`config.mk`:
```
export PLATFORM = sky130hd
export DESIGN_NAME = conv3x3_sched
export DESIGN_NICKNAME = d
export VERILOG_FILES = /design/src/rtl/conv3x3_sched_pkg.sv /design/src/rtl/conv3x3_window_reg.sv /design/src/rtl/conv3x3_sched.sv
export SDC_FILE = /design/constraint.sdc
export NUM_CORES = 1
export LEC_CHECK = 0
export ABC_AREA = 0
export CORE_UTILIZATION = 53
export DETAILED_ROUTE_END_ITERATION = 12
export PLACE_DENSITY = 0.82
export SKIP_CTS_REPAIR_TIMING = 1
export SLEW_MARGIN = 20
export SYNTH_ARGS = -nofsm -noshare
export SYNTH_HDL_FRONTEND = slang
export SYNTH_SLANG_ARGS = --single-unit
```
`constraint.sdc`:
```
create_clock -name clk -period 9.6 [get_ports clk]
set_input_delay 0.96 -clock clk [delete_from_list [all_inputs] [get_ports clk]]
set_output_delay 0.96 -clock clk [all_outputs]
set_load 0.02 [all_outputs]
```
`src/rtl/conv3x3_sched_pkg.sv`:
```
`default_nettype none
// ============================================================================
//  Module      : conv3x3_sched_pkg
//  Description : Shared widths, read-count constants and sequencer state
//                encoding for the 3x3 convolution scheduler.
//  Contents    : IMG_DATA_WIDTH        - pixel / coefficient width
//                IMG_DATA_MATRIX_WIDTH - packed 3x3 window width
//                state_t               - IDLE/LOAD/FIRE/WAIT/EMIT/DONE
//  Revision    : 1.0 - initial release
// ============================================================================
package conv3x3_sched_pkg;

  localparam int IMG_DATA_WIDTH        = 8;
  localparam int IMG_DATA_MATRIX_WIDTH = 9 * IMG_DATA_WIDTH;

  // Reads needed for a fresh window (3 columns) and for a one-column slide.
  localparam logic [3:0] c_FULL_READS = 4'd9;
  localparam logic [3:0] c_COL_READS  = 4'd3;

  typedef enum logic [2:0] {
    ST_IDLE = 3'd0,
    ST_LOAD = 3'd1,
    ST_FIRE = 3'd2,
    ST_WAIT = 3'd3,
    ST_EMIT = 3'd4,
    ST_DONE = 3'd5
  } state_t;

endpackage
`default_nettype wire

```
`src/rtl/conv3x3_window_reg.sv`:
```
`default_nettype none
// ============================================================================
//  Module      : conv3x3_window_reg
//  Description : 3x3 pixel window with a left column shift and a per-slot
//                load. The packed output is row-major, top-left in the MSBs.
//  Ports       : clk, rst      - clock, asynchronous active-high reset
//                i_shift       - move columns 1,2 into columns 0,1
//                i_load        - write i_data into slot (i_ld_row, i_ld_col)
//                i_data        - pixel to load
//                o_matrix      - packed window
//  Revision    : 1.0 - initial release
// ============================================================================
module conv3x3_window_reg #(
  parameter int DW = 8
) (
  input  logic            clk,
  input  logic            rst,
  input  logic            i_shift,
  input  logic            i_load,
  input  logic [1:0]      i_ld_row,
  input  logic [1:0]      i_ld_col,
  input  logic [DW-1:0]   i_data,
  output logic [9*DW-1:0] o_matrix
);

  logic [DW-1:0] r_win [0:2][0:2];

  always_ff @(posedge clk or posedge rst) begin
    if (rst) begin
      for (int r = 0; r < 3; r++) begin
        for (int c = 0; c < 3; c++) begin
          r_win[r][c] <= '0;
        end
      end
    end else begin
      if (i_shift) begin
        for (int r = 0; r < 3; r++) begin
          r_win[r][0] <= r_win[r][1];
          r_win[r][1] <= r_win[r][2];
        end
      end
      // Slot decode by comparison keeps every index constant.
      for (int r = 0; r < 3; r++) begin
        for (int c = 0; c < 3; c++) begin
          if (i_load && (i_ld_row == 2'(r)) && (i_ld_col == 2'(c))) begin
            r_win[r][c] <= i_data;
          end
        end
      end
    end
  end

  for (genvar gr = 0; gr < 3; gr++) begin : g_row
    for (genvar gc = 0; gc < 3; gc++) begin : g_col
      assign o_matrix[(8-(gr*3+gc))*DW +: DW] = r_win[gr][gc];
    end
  end

endmodule
`default_nettype wire

```
`src/rtl/conv3x3_sched.sv`:
```
`default_nettype none
// ============================================================================
//  Module      : conv3x3_sched
//  Description : Sweeps a 3x3 filter over an IMG_W x IMG_H image (valid-only
//                output map). Fetches pixels with column reuse, strobes the
//                filter, waits its latency and emits one result per window.
//  Ports       : clk, rst           - clock, asynchronous active-high reset
//                start, coef_in     - run request (IDLE only), coefficients
//                busy, done         - run in progress, end-of-run pulse
//                rd_en/rd_addr/rd_data - pixel memory read port
//                filt_ena/filt_in_matrix/filt_coef/filt_out - filter port
//                res_valid/res_addr/res_data - result stream
//  Revision    : 1.0 - initial release
// ============================================================================
module conv3x3_sched
  import conv3x3_sched_pkg::*;
#(
  parameter int IMG_W      = 8,
  parameter int IMG_H      = 8,
  parameter int DW         = IMG_DATA_WIDTH,
  parameter int ADDR_W     = 16,
  parameter int FILTER_LAT = 2
) (
  input  logic              clk,
  input  logic              rst,
  input  logic              start,
  input  logic [9*DW-1:0]   coef_in,
  output logic              busy,
  output logic              done,
  output logic              rd_en,
  output logic [ADDR_W-1:0] rd_addr,
  input  logic [DW-1:0]     rd_data,
  output logic              filt_ena,
  output logic [9*DW-1:0]   filt_in_matrix,
  output logic [9*DW-1:0]   filt_coef,
  input  logic [2*DW-1:0]   filt_out,
  output logic              res_valid,
  output logic [ADDR_W-1:0] res_addr,
  output logic [2*DW-1:0]   res_data
);

  localparam logic [ADDR_W-1:0] c_IMG_W    = ADDR_W'(IMG_W);
  localparam logic [ADDR_W-1:0] c_OUT_W    = ADDR_W'(IMG_W - 2);
  localparam logic [ADDR_W-1:0] c_LAST_COL = ADDR_W'(IMG_W - 3);
  localparam logic [ADDR_W-1:0] c_LAST_ROW = ADDR_W'(IMG_H - 3);
  localparam int                c_WAIT_W   = (FILTER_LAT > 1) ? $clog2(FILTER_LAT) : 1;
  localparam logic [c_WAIT_W-1:0] c_WAIT_LAST = c_WAIT_W'(FILTER_LAT - 1);

  state_t              r_state;
  logic [ADDR_W-1:0]   r_row, r_col;
  logic                r_full;        // current window needs all 9 pixels
  logic [3:0]          r_cnt;         // cycle index inside LOAD
  logic [c_WAIT_W-1:0] r_wait;
  logic                r_busy, r_done, r_rd_en, r_filt_ena, r_res_valid;
  logic [ADDR_W-1:0]   r_rd_addr, r_res_addr;
  logic [9*DW-1:0]     r_coef;
  logic [2*DW-1:0]     r_res_data;

  logic [3:0] w_nreads, w_cnt_nxt, w_ld_j;
  logic       w_ld_en, w_shift, w_more_cols, w_more_rows;
  logic [1:0] w_ld_row, w_ld_col;

  // Read j of a window: fresh windows walk columns 0..2 top to bottom,
  // slides fetch only the new right-hand column.
  function automatic logic [ADDR_W-1:0] f_rd_addr(input logic [ADDR_W-1:0] row,
                                                  input logic [ADDR_W-1:0] col,
                                                  input logic              full,
                                                  input logic [3:0]        j);
    logic [ADDR_W-1:0] y, x;
    if (full) begin
      y = row + ADDR_W'(j % 4'd3);
      x = col + ADDR_W'(j / 4'd3);
    end else begin
      y = row + ADDR_W'(j);
      x = col + ADDR_W'(2);
    end
    return y * c_IMG_W + x;
  endfunction

  assign w_nreads    = r_full ? c_FULL_READS : c_COL_READS;
  assign w_cnt_nxt   = r_cnt + 4'd1;
  // Data for the read issued in LOAD cycle k arrives in cycle k+1.
  assign w_ld_j      = r_cnt - 4'd1;
  assign w_ld_en     = (r_state == ST_LOAD) && (r_cnt != 4'd0);
  assign w_ld_row    = r_full ? 2'(w_ld_j % 4'd3) : w_ld_j[1:0];
  assign w_ld_col    = r_full ? 2'(w_ld_j / 4'd3) : 2'd2;
  assign w_more_cols = r_col < c_LAST_COL;
  assign w_more_rows = r_row < c_LAST_ROW;
  assign w_shift     = (r_state == ST_EMIT) && w_more_cols;

  conv3x3_window_reg #(.DW(DW)) u_win (
    .clk      (clk),
    .rst      (rst),
    .i_shift  (w_shift),
    .i_load   (w_ld_en),
    .i_ld_row (w_ld_row),
    .i_ld_col (w_ld_col),
    .i_data   (rd_data),
    .o_matrix (filt_in_matrix)
  );

  always_ff @(posedge clk or posedge rst) begin
    if (rst) begin
      r_state     <= ST_IDLE;
      r_row       <= '0;
      r_col       <= '0;
      r_full      <= 1'b0;
      r_cnt       <= '0;
      r_wait      <= '0;
      r_busy      <= 1'b0;
      r_done      <= 1'b0;
      r_rd_en     <= 1'b0;
      r_rd_addr   <= '0;
      r_filt_ena  <= 1'b0;
      r_coef      <= '0;
      r_res_valid <= 1'b0;
      r_res_addr  <= '0;
      r_res_data  <= '0;
    end else begin
      r_rd_en     <= 1'b0;
      r_filt_ena  <= 1'b0;
      r_res_valid <= 1'b0;
      r_done      <= 1'b0;
      case (r_state)
        ST_IDLE: begin
          if (start) begin
            r_coef    <= coef_in;
            r_row     <= '0;
            r_col     <= '0;
            r_full    <= 1'b1;
            r_cnt     <= '0;
            r_busy    <= 1'b1;
            r_rd_en   <= 1'b1;
            r_rd_addr <= '0;
            r_state   <= ST_LOAD;
          end
        end
        ST_LOAD: begin
          r_cnt <= w_cnt_nxt;
          if (w_cnt_nxt < w_nreads) begin
            r_rd_en   <= 1'b1;
            r_rd_addr <= f_rd_addr(r_row, r_col, r_full, w_cnt_nxt);
          end
          if (r_cnt == w_nreads) begin
            r_filt_ena <= 1'b1;
            r_state    <= ST_FIRE;
          end
        end
        ST_FIRE: begin
          r_wait  <= '0;
          r_state <= ST_WAIT;
        end
        ST_WAIT: begin
          if (r_wait == c_WAIT_LAST) begin
            r_res_valid <= 1'b1;
            r_res_data  <= filt_out;
            r_res_addr  <= r_row * c_OUT_W + r_col;
            r_state     <= ST_EMIT;
          end else begin
            r_wait <= r_wait + 1'b1;
          end
        end
        ST_EMIT: begin
          r_cnt <= '0;
          if (w_more_cols) begin
            r_col     <= r_col + ADDR_W'(1);
            r_full    <= 1'b0;
            r_rd_en   <= 1'b1;
            r_rd_addr <= f_rd_addr(r_row, r_col + ADDR_W'(1), 1'b0, 4'd0);
            r_state   <= ST_LOAD;
          end else if (w_more_rows) begin
            r_row     <= r_row + ADDR_W'(1);
            r_col     <= '0;
            r_full    <= 1'b1;
            r_rd_en   <= 1'b1;
            r_rd_addr <= f_rd_addr(r_row + ADDR_W'(1), '0, 1'b1, 4'd0);
            r_state   <= ST_LOAD;
          end else begin
            r_done  <= 1'b1;
            r_state <= ST_DONE;
          end
        end
        ST_DONE: begin
          r_busy  <= 1'b0;
          r_state <= ST_IDLE;
        end
        default: r_state <= ST_IDLE;
      endcase
    end
  end

  assign busy      = r_busy;
  assign done      = r_done;
  assign rd_en     = r_rd_en;
  assign rd_addr   = r_rd_addr;
  assign filt_ena  = r_filt_ena;
  assign filt_coef = r_coef;
  assign res_valid = r_res_valid;
  assign res_addr  = r_res_addr;
  assign res_data  = r_res_data;

endmodule
`default_nettype wire

```
==> flow_summary.toml, run 1 <==
[floorplan]
ios = 296
start_util_pct = 53.95
dieArea_um2 = 28020
core-area_um2 = 26880
rows = 60
fp.dieW_um = 167.4
die_h_um = 167.4

[setup_path]
r2r_setup_slack_ns = 2.63
r2r-start = "r_cnt[0]$_DFFE_PP0P_"
crit_path_top_delay_cell = "dfrtp_1"
cp_max_fo = 16
rr_worst_depth = 28
crit_arrival_ns = 7.40
r2r_end = "rd_addr[13]$_DFFE_PP0P_"
max_stage_delay_ns = 0.65
critical_path.startpoint_type = "register"
cpMostUsedCell = "ha_1"
cp-end-kind = "register"
worstSetupPathType = "reg -> reg"
required_ns = 10.02

[min_path]
hold-path-cell-count = 2
holdPathEnd = "res_data[15]$_DFFE_PP0P_"
min_from = "res_data[15]$_DFFE_PP0P_"
hold_path.class = "reg -> reg"

[timing]
min_period_ns = 6.974
finalSetupTns_ns = 0
relSlewSlack_pct = 29.27
clock.fmax_mhz = 143.4
slew_viol_final = 0
fin_ws_ns = 2.626
hold_viol = 0
worst_pin_slew_ns = 1.061
fin_skew_ns = 0.01159
rsz0062_at_grt = "false"
setup_viol = 0
period_share_pct = 72.65

[final_layout]
final_util_pct = 68.99
final_area_um2 = 18540
drive_gt1_share_pct = 9.574
antennaDiodeCount = 0
syn_to_final_growth_pct = 27.87
finalNonFillerCells = 2127
final_nets = 1964
n_fill_cell = 2094

[yosys]
synth_cell_types = 81
synth_edf_count = 0
synth_flop_cell = "dfrtp_1"
netlist_area_um2 = 14500
yosysWarnings = 0
synth_most_common_cell = "dfrtp_1"
yosys.area.top_type = "dfrtp_1"
syn_nets = 1718
syn_area_per_cell_um2 = 9.540
yosysSeqAreaShare_pct = 41.07
synthTopCellsByCount = "238 x dfrtp_1, 214 x nand2_1, 93 x ha_1, 82 x o21ai_0, 77 x mux2_2"
synth.area.top_cells = "dfrtp_1 41%, ha_1 8.0%, mux2_2 6.0%, nand2_1 5.5%, xnor2_1 4.5%"
synth_top_area_share_pct = 41.07
synth_cells = 1520
synthArstFlopShare_pct = 100.0
ys_seq_elements = 238

[pwr]
p_sw_share_pct = 44.25
p_comb_share_pct = 61.2
cellLeakagePower_nw = 8.252
p_seq_share_pct = 24.3
ir_drop_mv = 0.2574
pwr_density_cell_nw_per_um2 = 398.6
p_clk_share_pct = 14.5
switchingPower_mw = 3.270
intPower_mw = 4.120

[flow_run]
maxCapViolCount = 0

[placed_design]
dp_slack_ns = 2.749
gp_congestion = 0.9043
placed_cells = 2078
dp_hpwl_mm = 28.12
placed_area_um2 = 17610
port_buffers = 295

[drt]
drtPass1Iterations = 5
vias = 12384
wl_per_cell_um = 18.52
ant_nets = 0
drtIter0Drc = 876
vias_per_cell = 5.822
drc_errors = 0
drt_wl_total_mm = 39.39

[grt]
grt_use_total_pct = 28.15
grt_pass1_wl_mm = 64.34
grt_max_degree = 94
antenna_found_initial = 0
grt_pass1_vias = 12548
grt.overflow.total = 0

[clocking]
clockRootBuffer = "clkbuf_16"
clk_path_buf_depth = 3
clock_sinks = 238
clkTransAtPathRegs_ns = 0.06
cts_buffers = 27
cts_tree = "built"
clkLatencyLatePin_ns = 0.54
cts.htree.levels = 1

[status]
status = "finished clean"
stage by stage:
stage	power (mW)	hold WS, ns
2_1_floorplan	4.710	0.4671
3_3_place_gp	6.114	0.4566
3_5_place_dp	6.262	0.4617
4_1_cts	7.391	0.4769
5_1_grt	7.897	0.5030
6_report	7.390	0.4722
power by group through the flow:
stage               Combinational (mW)  Clock, mW  Sequential [mW]
floorplan                         2.52          0             2.19
global placement                  4.34          0             1.78
detailed placement                4.47          0             1.79
CTS                               4.51       1.09             1.79
global route                      4.92       1.13             1.85
finish                            4.53       1.07             1.79
cell type report:
type                            instances  area, um2  area share [%]
Clock inverter                         13      155.1          0.8368
Multi-Input combinational cell       1144       8015           43.23
Sequential cell                       238       5956           32.12
Inverter                               52      202.7           1.093
Tap cell                              341      426.7           2.301
Timing Repair Buffer                  303       3017           16.27
Clock buffer                           36      769.5           4.150
cells in the final DEF, fill, tap and decap left out, drive strengths merged, types with 8 or more instances in the layout:
cell	n
a21o	18
o31ai	11
xnor2	75
xor2	30
and2	25
a22oi	52
nor3	24
nand2	214
dfrtp	238
a211oi	10
ha	93
nand3	35
inv	52
clkdlybuf4s50	295
nor2b	15
nor2	78
mux2	101
clkbuf	36
a21oi	72
and3	17
or2	9
nand2b	10
o21ai	125
buf	8
a31oi	16
o21a	13
routing by layer:
layer | vias to the layer above | routed length (um) | GRT usage (%)
met3 | 68 | 3547 | 7.516
li1 | 5848 | - | -
met1 | 6029 | 15940 | 34.83
met4 | 0 | 851 | 7.659
met2 | 439 | 19050 | 48.41
met5 | - | 0 | 0
critical path, delay by kind of cell (launching register included):
family                   cells  cell delay, ns
adder cells (fa/ha/maj)      6            1.99
buffers and inverters        2            0.29
flip-flops                   1            0.65
XOR/XNOR                     3            0.38
AND/OR/NAND/NOR              9            1.79
AO/OA/AOI/OAI                7            1.48
multiplexers                 1            0.27
state kept, by name, summed over array words and instances (netlist names), 3 cells and up:
register and count:
rd_addr 16, r_state 3, r_cnt 4, u_win.o_matrix 72, filt_coef 72, r_row 16
res_addr 16, r_col 16, res_data 16
worst max path at each step:
stage	start	end	slack, ns
after CTS	r_cnt[0]$_DFFE_PP0P_	rd_addr[13]$_DFFE_PP0P_	2.73
final	r_cnt[0]$_DFFE_PP0P_	rd_addr[13]$_DFFE_PP0P_	2.63
after global routing	r_cnt[0]$_DFFE_PP0P_	rd_addr[13]$_DFFE_PP0P_	2.10
after detailed placement	r_cnt[0]$_DFFE_PP0P_	rd_addr[13]$_DFFE_PP0P_	2.75
after global placement	r_cnt[0]$_DFFE_PP0P_	rd_addr[13]$_DFFE_PP0P_	3.00
after floorplan	rst	busy$_DFFE_PP0P_	2.11
logic make-up after synthesis:
family	count (synthesis)	synth area share, %
AOI/OAI and AO/OA	376	16.72
xor gates and xnor gates	106	6.498
adders and majority gates	100	8.922
buffers and inverters	138	3.788
DFF	238	41.07
muxes	105	8.327
and+or+nand+nor	457	14.67
No activity file was read; power rests on OpenSTA's default activity.
==> run 2, diff against run 1 <==
--- a/config.mk
+++ b/config.mk
@@ -6,9 +6,9 @@
 export NUM_CORES = 1
 export LEC_CHECK = 0
 export ABC_AREA = 0
-export CORE_UTILIZATION = 53
+export CORE_UTILIZATION = 48
 export DETAILED_ROUTE_END_ITERATION = 12
-export PLACE_DENSITY = 0.82
+export PLACE_DENSITY = 0.78
 export SKIP_CTS_REPAIR_TIMING = 1
 export SLEW_MARGIN = 20
 export SYNTH_ARGS = -nofsm -noshare
==> constraint.sdc (replaced) <==
create_clock -name clk -period 5.7 [get_ports clk]
set_input_delay 0.57 -clock clk [delete_from_list [all_inputs] [get_ports clk]]
set_output_delay 0.57 -clock clk [all_outputs]
set_load 0.02 [all_outputs]
==> flow_summary.toml, run 2 (synthesis gave the netlist of run 1 again) <==
[clocking]
clock_sinks = 238
clk_path_buf_depth = 3
cts_tree = "built"
cts.htree.levels = 1
clockRootBuffer = "clkbuf_16"
clkLatencyLatePin_ns = 0.55
clkTransAtPathRegs_ns = 0.07
cts_buffers = 27

[floorplan]
ios = 296
fp.dieW_um = 175.8
dieArea_um2 = 30910
die_h_um = 175.8
core-area_um2 = 29720
rows = 63
start_util_pct = 48.79

[setup_path]
crit_path_top_delay_cell = "dfrtp_2"
max_stage_delay_ns = 0.46
cp_max_fo = 8
r2r_end = "rd_addr[13]$_DFFE_PP0P_"
rr_worst_depth = 29
crit_arrival_ns = 6.17
r2r_setup_slack_ns = -0.05
r2r-start = "r_cnt[0]$_DFFE_PP0P_"
critical_path.startpoint_type = "register"
cp-end-kind = "register"
worstSetupPathType = "reg -> reg"
required_ns = 6.12

[drt]
drt_wl_total_mm = 40.00
wl_per_cell_um = 17.92
drtIter0Drc = 778
vias = 12493
ant_nets = 0
drc_errors = 0
drtPass1Iterations = 5
vias_per_cell = 5.597

[final_layout]
final_util_pct = 64.75
syn_to_final_growth_pct = 32.70
final_area_um2 = 19240
antennaDiodeCount = 0
final_common_cell = "clkdlybuf4s50_1"
layout_common_cells = "295 x clkdlybuf4s50_1, 235 x dfrtp_1, 213 x nand2_1, 86 x ha_1, 79 x o21ai_0"
drive_gt1_share_pct = 14.12
final_nets = 2020

[pwr]
pwr_density_cell_nw_per_um2 = 678.4
cellLeakagePower_nw = 8.566
ir_drop_mv = 0.3776

[grt]
grt_max_degree = 123
grt.overflow.total = 0
grt_use_total_pct = 25.71
grt_pass1_wl_mm = 64.49
antenna_found_initial = 0
grt_pass1_vias = 12670

[timing]
fin_ws_ns = -0.04896
setup_viol = 1
slew_viol_final = 0
relSlewSlack_pct = 27.13
hold_viol = 0
min_period_ns = 5.749
rsz0062_at_grt = "true"
clock.fmax_mhz = 173.9
worst_pin_slew_ns = 1.089
fin_skew_ns = 0.01639
period_share_pct = 100.9
holdWs_ns = 0.4725

[placed_design]
port_buffers = 295
placed_area_um2 = 18010
dp_hpwl_mm = 28.72
dp_slack_ns = -0.2439
gp_congestion = 0.9112

[status]
status = "finished with violations"
violations = "setup timing"

[min_path]
hold-path-cell-count = 2
min_from = "res_data[11]$_DFFE_PP0P_"
holdPathEnd = "res_data[11]$_DFFE_PP0P_"
hold_path.class = "reg -> reg"

[flow_run]
maxCapViolCount = 0
## run 2: how the worst max path moves through the flow
stage                               startpoint                       to  depth (start not counted)
after floorplan           r_cnt[0]$_DFFE_PP0P_  rd_addr[13]$_DFFE_PP0P_                         30
after global placement    r_cnt[0]$_DFFE_PP0P_  rd_addr[13]$_DFFE_PP0P_                         28
after detailed placement  r_cnt[1]$_DFFE_PP0P_  rd_addr[12]$_DFFE_PP0P_                         24
after CTS                 r_cnt[1]$_DFFE_PP0P_  rd_addr[12]$_DFFE_PP0P_                         24
after global routing      r_cnt[0]$_DFFE_PP0P_  rd_addr[13]$_DFFE_PP0P_                         29
final                     r_cnt[0]$_DFFE_PP0P_  rd_addr[13]$_DFFE_PP0P_                         29
## run 2: metal layers
layer / vias up / global-route usage [%] / wire, um
met5: - / 0 / 0
met4: 0 / 7.899 / 1070
met3: 76 / 7.316 / 3492
met2: 443 / 44.25 / 19350
met1: 6007 / 30.98 / 16090
li1: 5967 / - / -
## run 2: area by class of cell
cell class                      count  area (um2)
Tap cell                          390       488.0
Sequential cell                   238        5959
Fill cell                        2379       10480
Inverter                           52       206.4
Timing Repair Buffer              359        3461
Clock buffer                       34       732.0
Multi-Input combinational cell   1144        8254
Clock inverter                     15       140.1
## run 2: critical path: cells and delay by family (launching register included)
family / cells / cell delay (ns)
AND/OR/NAND/NOR: 11 / 1.77
XOR/XNOR: 3 / 0.41
multiplexers: 1 / 0.27
flip-flops: 1 / 0.46
buffers and inverters: 1 / 0.06
adder cells (fa/ha/maj): 5 / 1.23
AO/OA/AOI/OAI: 8 / 1.40
## run 2: stage by stage
step                TNS [ns]  power [mW]  instances
floorplan                  0       7.950       1520
global placement           0       10.69       2169
CTS                  -0.8588       12.71       2218
global route          -1.145       13.98       2232
finish              -0.04896       13.05       2232
detailed placement   -0.6008       10.90       2169
## run 2: power by group
part	total (mW)	switching (mW)	leakage [nW]	internal [mW]
sequential	2.95	0.506	2.93	2.45
combinational	8.39	4.46	5.21	3.92
clock	1.71	0.716	0.428	0.999
==> run 3, diff against run 2 <==
--- a/config.mk
+++ b/config.mk
@@ -7,6 +7,7 @@
 export LEC_CHECK = 0
 export ABC_AREA = 0
 export CORE_UTILIZATION = 48
+export CTS_CLUSTER_SIZE = 8
 export DETAILED_ROUTE_END_ITERATION = 12
 export PLACE_DENSITY = 0.78
 export SKIP_CTS_REPAIR_TIMING = 1
==> flow_summary.toml, run 3 (synthesis gave the netlist of run 1 again) <==
[status]
status = "finished with violations"
violations = "setup timing"

[floorplan]
core-area_um2 = 29720
ios = 296
start_util_pct = 48.79
dieArea_um2 = 30910
fp.dieW_um = 175.8
rows = 63
die_h_um = 175.8

[clocking]
clock_sinks = 238
cts_tree = "built"
cts_buffers = 35
clkLatencyLatePin_ns = 0.52
clk_path_buf_depth = 3
cts.htree.levels = 2
clockRootBuffer = "clkbuf_16"
clkTransAtPathRegs_ns = 0.05

[drt]
drt_wl_total_mm = 40.44
wl_per_cell_um = 18.18
ant_nets = 0
drc_errors = 0
drtIter0Drc = 793
vias_per_cell = 5.637
drtPass1Iterations = 5
vias = 12543

[grt]
grt_use_total_pct = 26.10
grt_max_degree = 123
grt.overflow.total = 0
grt_pass1_wl_mm = 65.12
grt_pass1_vias = 12758
antenna_found_initial = 0

[final_layout]
antennaDiodeCount = 0
final_common_cell = "clkdlybuf4s50_1"
n_fill_cell = 2370
drive_gt1_share_pct = 13.73
syn_to_final_growth_pct = 33.16
final_area_um2 = 19310
layout_common_cells = "295 x clkdlybuf4s50_1, 235 x dfrtp_1, 213 x nand2_1, 86 x ha_1, 79 x o21ai_0"
final_util_pct = 64.97
final_nets = 2030

[timing]
hold_viol = 0
worst_pin_slew_ns = 1.080
clock.fmax_mhz = 175.1
fin_skew_ns = 0.01217
relSlewSlack_pct = 27.74
min_period_ns = 5.711
slew_viol_final = 0
holdWs_ns = 0.4697
rsz0062_at_grt = "true"
fin_ws_ns = -0.01085
period_share_pct = 100.2
setup_viol = 1

[pwr]
ir_drop_mv = 0.4367
pwr_density_cell_nw_per_um2 = 683.8
cellLeakagePower_nw = 8.609

[setup_path]
cp-end-kind = "register"
critical_path.startpoint_type = "register"
crit_arrival_ns = 6.11
max_stage_delay_ns = 0.45
cp_max_fo = 8
crit_path_top_delay_cell = "dfrtp_2"
required_ns = 6.10
worstSetupPathType = "reg -> reg"

[flow_run]
maxCapViolCount = 0

[min_path]
hold_path.class = "reg -> reg"

[placed_design]
placed_area_um2 = 18010
dp_hpwl_mm = 28.72
port_buffers = 295
gp_congestion = 0.9112
[run 3: cell type report]
type / instances / area, um2 / area share [%]
Clock buffer: 38 / 908.4 / 4.705
Clock inverter: 2 / 25.02 / 0.1296
Inverter: 52 / 206.4 / 1.069
Multi-Input combinational cell: 1144 / 8245 / 42.70
Sequential cell: 238 / 5959 / 30.86
Tap cell: 390 / 488.0 / 2.527
Timing Repair Buffer: 361 / 3476 / 18.00
[run 3: per-layer routing]
metal	global-route usage, %	wire length [um]
met3	7.468	3465
met5	0	0
met1	31.46	16330
met4	8.732	989
met2	44.53	19660
[run 3: where the power goes]
group	total [mW]	leakage, nW	switching [mW]	internal [mW]
clock	1.84	0.457	0.726	1.11
sequential	2.96	2.93	0.506	2.45
combinational	8.40	5.22	4.47	3.94
[run 3: final timing paths]
check	start	cells after the start	slack [ns]	end
min in group asynchronous	rst	3	0.60	r_cnt[1]$_DFFE_PP0P_
setup reg to reg	r_cnt[0]$_DFFE_PP0P_	29	-0.01	rd_addr[13]$_DFFE_PP0P_
hold / removal	res_data[11]$_DFFE_PP0P_	2	0.47	res_data[11]$_DFFE_PP0P_
setup / recovery	r_cnt[0]$_DFFE_PP0P_	29	-0.01	rd_addr[13]$_DFFE_PP0P_
max in group asynchronous	rst	4	3.77	r_col[7]$_DFFE_PP0P_
hold reg to reg	res_data[11]$_DFFE_PP0P_	2	0.47	res_data[11]$_DFFE_PP0P_
[run 3: metrics by stage]
stage	setup TNS [ns]	power [mW]	cells	worst slack [ns]
after detailed placement	-0.6008	10.90	2169	-0.2439
after CTS	-0.7294	12.84	2209	-0.2657
after global routing	-1.224	14.12	2225	-0.3493
after floorplan	0	7.950	1520	0.008959
after global placement	0	10.69	2169	0.03586
final	-0.01085	13.20	2225	-0.01085
[run 3: critical path, delay by kind of cell (launching register included)]
kind / cells / cell delay [ns]
and+or+nand+nor: 11 / 1.68
AOI/OAI and AO/OA: 9 / 1.61
adders and majority gates: 4 / 1.04
DFF: 1 / 0.45
xor gates and xnor gates: 2 / 0.27
muxes: 1 / 0.27
buffers and inverters: 2 / 0.25
